<file path="config.mk">
export PLATFORM = sky130hd
export DESIGN_NAME = z_buffer_core
export DESIGN_NICKNAME = d
export VERILOG_FILES = /design/src/rtl/z_buffer_core.sv
export SDC_FILE = /design/constraint.sdc
export NUM_CORES = 2
export LEC_CHECK = 0
export ABC_CLOCK_PERIOD_IN_PS = 4150
export CAP_MARGIN = 20
export CORE_AREA = 2 2 448 450
export CTS_CLUSTER_SIZE = 40
export DETAILED_ROUTE_END_ITERATION = 10
export DIE_AREA = 0 0 450 452
export DONT_BUFFER_PORTS = 1
export SYNTH_ARGS = -nofsm -noshare
export SYNTH_HDL_FRONTEND = slang
export SYNTH_SLANG_ARGS = --single-unit
</file>
<file path="constraint.sdc">
create_clock -name clk -period 4.15 [get_ports clk]
set_input_delay 0.6225 -clock clk [delete_from_list [all_inputs] [get_ports clk]]
set_output_delay 0.6225 -clock clk [all_outputs]
set_load 0.01 [all_outputs]
</file>
<file path="src/rtl/z_buffer_core.sv">
// z_buffer_core
//   Depth-test stage fed by the contention tree. Each accepted pixel is split
//   into {address, depth}. The stored depth is read, and the new depth is
//   written back only when it is strictly closer (smaller, unsigned).
//   A separate synchronous read port lets the display side scan the buffer.
//
// Optional feature macro: Z_BUFFER_STATS_EN
//   When defined, the block adds saturating pass/reject counters
//   (cnt_pass, cnt_reject). They are zeroed at reset and at the start of
//   every clear sweep.
//
// Ports
//   clk            clock
//   reset          synchronous, active-high
//   pix_in         {addr, depth} pixel word
//   send_z_buffer  pix_in valid
//   rdy_z_buffer   core accepts a pixel (decoded from state)
//   clear          request a full buffer reinitialisation
//   busy_clear     clear sweep in progress (decoded from state)
//   upd_valid      one-cycle pulse after a depth write
//   upd_addr       address of the last depth write
//   upd_depth      depth of the last depth write
//   disp_addr      display read address
//   disp_depth     stored depth at disp_addr, one cycle later (read-before-write)
//   cnt_pass       [stats only] pixels that passed the depth test
//   cnt_reject     [stats only] pixels that failed the depth test
//
// FSM states
//   state | meaning
//   CLEAR | write all-ones to every address, one per cycle
//   IDLE  | wait for a pixel; a pending clear wins
//   READ  | read the stored depth at the latched address
//   CMP   | compare, write back on pass, report the update
module z_buffer_core #(
  parameter int PIXEL_WIDTH = 16,
  parameter int ADDR_WIDTH  = 8,
  parameter int DEPTH_WIDTH = 8
) (
  input  logic                   clk,
  input  logic                   reset,
  input  logic [PIXEL_WIDTH-1:0] pix_in,
  input  logic                   send_z_buffer,
  output logic                   rdy_z_buffer,
  input  logic                   clear,
  output logic                   busy_clear,
  output logic                   upd_valid,
  output logic [ADDR_WIDTH-1:0]  upd_addr,
  output logic [DEPTH_WIDTH-1:0] upd_depth,
  input  logic [ADDR_WIDTH-1:0]  disp_addr,
  output logic [DEPTH_WIDTH-1:0] disp_depth
`ifdef Z_BUFFER_STATS_EN
  ,
  output logic [15:0]            cnt_pass,
  output logic [15:0]            cnt_reject
`endif
);

  localparam logic [1:0] S_CLEAR = 2'd0;
  localparam logic [1:0] S_IDLE  = 2'd1;
  localparam logic [1:0] S_READ  = 2'd2;
  localparam logic [1:0] S_CMP   = 2'd3;

  localparam logic [ADDR_WIDTH-1:0]  LAST_ADDR  = '1;
  localparam logic [DEPTH_WIDTH-1:0] DEPTH_ONES = '1;
  localparam int                     MEM_DEPTH  = 1 << ADDR_WIDTH;

  logic [1:0]             r_state;
  logic [ADDR_WIDTH-1:0]  r_clr_cnt;
  logic                   r_clr_pend;
  logic [ADDR_WIDTH-1:0]  r_addr;
  logic [DEPTH_WIDTH-1:0] r_depth;
  logic [DEPTH_WIDTH-1:0] r_rd_data;
  logic [DEPTH_WIDTH-1:0] r_mem [MEM_DEPTH];

  logic                   w_pass;
  logic                   w_we;
  logic [ADDR_WIDTH-1:0]  w_waddr;
  logic [DEPTH_WIDTH-1:0] w_wdata;

  assign rdy_z_buffer = (r_state == S_IDLE) && !r_clr_pend;
  assign busy_clear   = (r_state == S_CLEAR);
  // All-ones depth can never pass against a cleared location.
  assign w_pass       = (r_depth < r_rd_data);

  // Single write port shared by the clear sweep and the depth update.
  always_comb begin
    w_we    = 1'b0;
    w_waddr = r_clr_cnt;
    w_wdata = DEPTH_ONES;
    if (!reset) begin
      if (r_state == S_CLEAR) begin
        w_we = 1'b1;
      end else if (r_state == S_CMP && w_pass) begin
        w_we    = 1'b1;
        w_waddr = r_addr;
        w_wdata = r_depth;
      end
    end
  end

  // Storage is not reset; the sweep that follows every reset initialises it.
  always_ff @(posedge clk) begin
    if (w_we) begin
      r_mem[w_waddr] <= w_wdata;
    end
  end

  always_ff @(posedge clk) begin
    if (reset) begin
      r_state    <= S_CLEAR;
      r_clr_cnt  <= '0;
      r_clr_pend <= 1'b0;
      r_addr     <= '0;
      r_depth    <= '0;
      r_rd_data  <= '0;
      upd_valid  <= 1'b0;
      upd_addr   <= '0;
      upd_depth  <= '0;
      disp_depth <= '0;
`ifdef Z_BUFFER_STATS_EN
      cnt_pass   <= '0;
      cnt_reject <= '0;
`endif
    end else begin
      upd_valid  <= 1'b0;
      // Nonblocking read of the array returns the pre-write value.
      disp_depth <= r_mem[disp_addr];
      case (r_state)
        S_CLEAR: begin
          // Requests arriving during a sweep are absorbed.
          r_clr_pend <= 1'b0;
          r_clr_cnt  <= r_clr_cnt + 1'b1;
          if (r_clr_cnt == LAST_ADDR) begin
            r_state <= S_IDLE;
          end
        end
        S_IDLE: begin
          if (r_clr_pend) begin
            r_state    <= S_CLEAR;
            r_clr_cnt  <= '0;
            r_clr_pend <= 1'b0;
`ifdef Z_BUFFER_STATS_EN
            cnt_pass   <= '0;
            cnt_reject <= '0;
`endif
          end else begin
            r_clr_pend <= clear;
            if (send_z_buffer) begin
              r_addr  <= pix_in[PIXEL_WIDTH-1 -: ADDR_WIDTH];
              r_depth <= pix_in[DEPTH_WIDTH-1:0];
              r_state <= S_READ;
            end
          end
        end
        S_READ: begin
          r_clr_pend <= r_clr_pend | clear;
          r_rd_data  <= r_mem[r_addr];
          r_state    <= S_CMP;
        end
        S_CMP: begin
          r_clr_pend <= r_clr_pend | clear;
          if (w_pass) begin
            upd_valid <= 1'b1;
            upd_addr  <= r_addr;
            upd_depth <= r_depth;
`ifdef Z_BUFFER_STATS_EN
            if (cnt_pass != 16'hFFFF) cnt_pass <= cnt_pass + 16'd1;
          end else begin
            if (cnt_reject != 16'hFFFF) cnt_reject <= cnt_reject + 16'd1;
`endif
          end
          r_state <= S_IDLE;
        end
        default: begin
          r_state   <= S_CLEAR;
          r_clr_cnt <= '0;
        end
      endcase
    end
  end

endmodule

</file>
==> impl_metrics.py <==
metrics = {
    "clocking": {
        "path_clk_slew_ns": 0.06,
        "clk_latency_ns": 0.88,
        "ctsHtreeMaxLevel": 4,
        "cts_made_buffers": 216,
        "clock_sinks": 2108,
        "clockBufferDepth": 3,
        "cts_tree": "done",
        "root_buffer": "clkbuf_16",
        "cts_setup_buffers": 0,
    },
    "yosys": {
        "synth_top_area_share_pct": 62.3,
        "synth_edf_count": 2048,
        "ys_types": 71,
        "synth_warnings": 0,
        "ys.flop_type": "edfxtp_1",
        "synthCells": 5250,
        "async_flop_share_pct": 0,
        "synthTopCellsByArea": "edfxtp_1, mux4_2, mux2i_1",
        "synth.avg_cell_area_um2": 18.8,
        "yosys.area.top_type": "edfxtp_1",
        "synth-seq-cells": 2108,
        "syn_area_um2": 98700,
        "yosysSeqAreaShare_pct": 63.5,
        "synth_nets": 5291,
    },
    "critical_path": {
        "cp.required_ns": 4.75,
        "path_max_fanout": 119,
        "critPathTopFamily": "compound AO/OA/AOI/OAI gates",
        "cpPeakStageDelay_ns": 0.88,
        "crit_type": "in -> reg",
        "critPathLaunchType": "input pin",
        "worstPathArrival_ns": 4.78,
        "cpMaxStageDelayCell": "o211ai_1",
        "worst-path-buf-inv": 2,
        "crit_chain": "buf_16 > buf_16 > mux4_2 > mux4_2 > o211ai_1 > o32ai_1",
        "cp-end-kind": "register",
    },
    "run": {
        "cap_violations": 0,
    },
    "status": {
        "outcome": "finished with violations",
        "violations": "slew limit, setup timing",
    },
    "place": {
        "place_area_um2": 105000,
        "gp_congestion": 1.02,
        "io_buffers": 0,
        "pre_cts_slack_ns": 0.236,
        "hpwl_um": 225000,
        "dp_cells": 8061,
    },
    "sta": {
        "setup_slack_ns": -0.0366,
        "holdWs_ns": 0.0676,
        "slew_violations": 268,
        "setup_violations": 1,
        "clock_skew_ns": 0.0372,
        "period_share_pct": 101,
        "rsz0062_at_grt": "no",
        "finalHoldViolations": 0,
        "fin_crit_ns": 4.19,
        "worst_slew_pin_slew_ns": 2.64,
        "timing.fmax_ghz": 0.239,
        "slew_headroom_pct": -76.1,
    },
    "grt": {
        "antenna_found_initial": 21,
        "overflow": 0,
        "grt_pass1_wl_um": 467000,
        "grt_max_degree": 513,
        "grt_pass1_vias": 58400,
        "track_usage_pct": 33.0,
    },
    "routing": {
        "first_pass_iters": 6,
        "avgViaCountPerCell": 7.09,
        "ant_nets": 0,
        "post_drt_wl_per_cell_um": 39.8,
        "vias": 60300,
        "finalWirelength_um": 339000,
        "drc_errors": 0,
        "drtIter0Drc": 9633,
    },
    "die": {
        "core.rowCount": 164,
        "fp.dieH_um": 452,
        "io-pin-count": 55,
        "die_w_um": 450,
        "fp.coreArea_um2": 199000,
        "start_util_pct": 49.7,
        "dieArea_um2": 203000,
    },
    "finish": {
        "stdcell_area_um2": 112000,
        "final_cell_mix": "edfxtp_1, mux4_2, buf_4, nor2_1, mux2i_1",
        "nets": 5690,
        "drive_gt1_share_pct": 32.8,
        "finalNonFillerCells": 8502,
        "layout_commonest_cell": "edfxtp_1",
        "area_growth_pct": 13.8,
    },
    "pwr": {
        "max-vdd-ir-drop_uv": 401,
        "powerDensity_nw_per_um2": 392,
        "total_power_mw": 44.0,
        "leakagePower_nw": 38.9,
    },
    "hold_path": {
        "min-delay-path-class": "in -> reg",
    },
}
==> kinds of logic (layout without fill, tap and decap cells) <==
| family | Yosys count | in the layout | synth area share (%) |
|---|---|---|---|
| mux | 1282 | 1282 | 25.5 |
| other cells | 0 | 12 | 0 |
| fa+ha+maj | 13 | 13 | 0.165 |
| compound gates | 624 | 624 | 4.53 |
| flops | 2108 | 2108 | 63.5 |
| xor+xnor | 5 | 5 | 0.0444 |
| buf+inv | 439 | 1023 | 2.71 |
| simple gates | 779 | 779 | 3.53 |
==> worst paths after layout <==
check	cells past startpoint	end	slack (ns)	start
max	6	disp_depth[1]	-0.04	disp_addr[0]
min	2	r_clr_cnt[3]	0.07	reset
max reg2reg	10	r_rd_data[5]	0.03	r_addr[0]
min reg2reg	1	r_rd_data[2]	0.47	r_rd_data[2]
==> per-stage QoR <==
step           TNS (ns)  utilization (%)
3_5_place_dp          0             52.7
2_1_floorplan         0                -
3_3_place_gp   -0.00990             52.7
5_1_grt               0             56.5
6_report        -0.0366             56.5
4_1_cts               0             56.4
==> what timing repair did <==
action                                 4_1_cts  5_1_grt
endpoints found under the hold margin       38        0
hold buffers                                19        0
gates resized for setup                      0        0
setup endpoints to repair                    0        6
==> flip-flops by register name (all words and copies together) (netlist names) <==
| register | count |
|---|---|
| r_mem | 2048 |
| disp_depth | 8 |
| r_addr | 8 |
| r_clr_cnt | 8 |
| r_depth | 8 |
| r_rd_data | 8 |
| upd_addr | 8 |
| upd_depth | 8 |
| r_state | 2 |
| r_clr_pend | 1 |
| upd_valid | 1 |
==> synth_stat cells, types with 16 or more instances <==
library cell	instances
edfxtp_1	2048
mux4_2	932
nor2_1	341
mux2i_1	275
nand2_1	163
clkbuf_1	141
buf_2	135
o22ai_1	127
a22oi_1	95
nand3_1	84
a21oi_1	76
dfxtp_1	60
buf_4	57
a211oi_1	56
o21ai_0	49
buf_6	45
o221ai_1	44
nor3_1	43
a221oi_1	38
mux4_1	36
nor2b_1	34
a2111oi_0	33
a22o_1	33
mux2_2	33
nand2b_1	28
buf_1	22
and2_1	18
nor4_1	18
o211ai_1	16
==> report_power, final <==
| part | leakage [nW] | internal [mW] | switching (mW) |
|---|---|---|---|
| Combinational | 12.3 | 0.477 | 0.634 |
| Clock | 3.51 | 11.4 | 8.49 |
| Sequential | 23.1 | 23.0 | 0.0206 |
| Total | 38.9 | 34.9 | 9.14 |
==> worst reg2reg max path: cells and delay by family (launching register included) <==
family	cells	cell delay, ns
compound gates	4	1.58
buf+inv	3	0.84
flops	1	0.79
mux	1	0.55
simple gates	2	0.21
==> area by class of cell <==
type                    instances  area [um^2]
repair buffers                604         5540
clock buffers                 264         5690
well taps                    2656         3320
multi-input cells            2703        33500
diodes                         12         30.0
fillers                     15100        86300
clock inverters               139         1490
inverters                      16         65.1
flip-flops and latches       2108        62700
==> per-layer routing <==
layer	wire length (um)	global-route usage (%)	vias to the layer above
li1	-	-	23300
met1	127000	46.5	32000
met2	151000	48.7	4310
met3	43700	9.18	709
met4	16500	14.2	8
met5	45	0	-
Note: power is estimated with default switching activity, not from simulation.
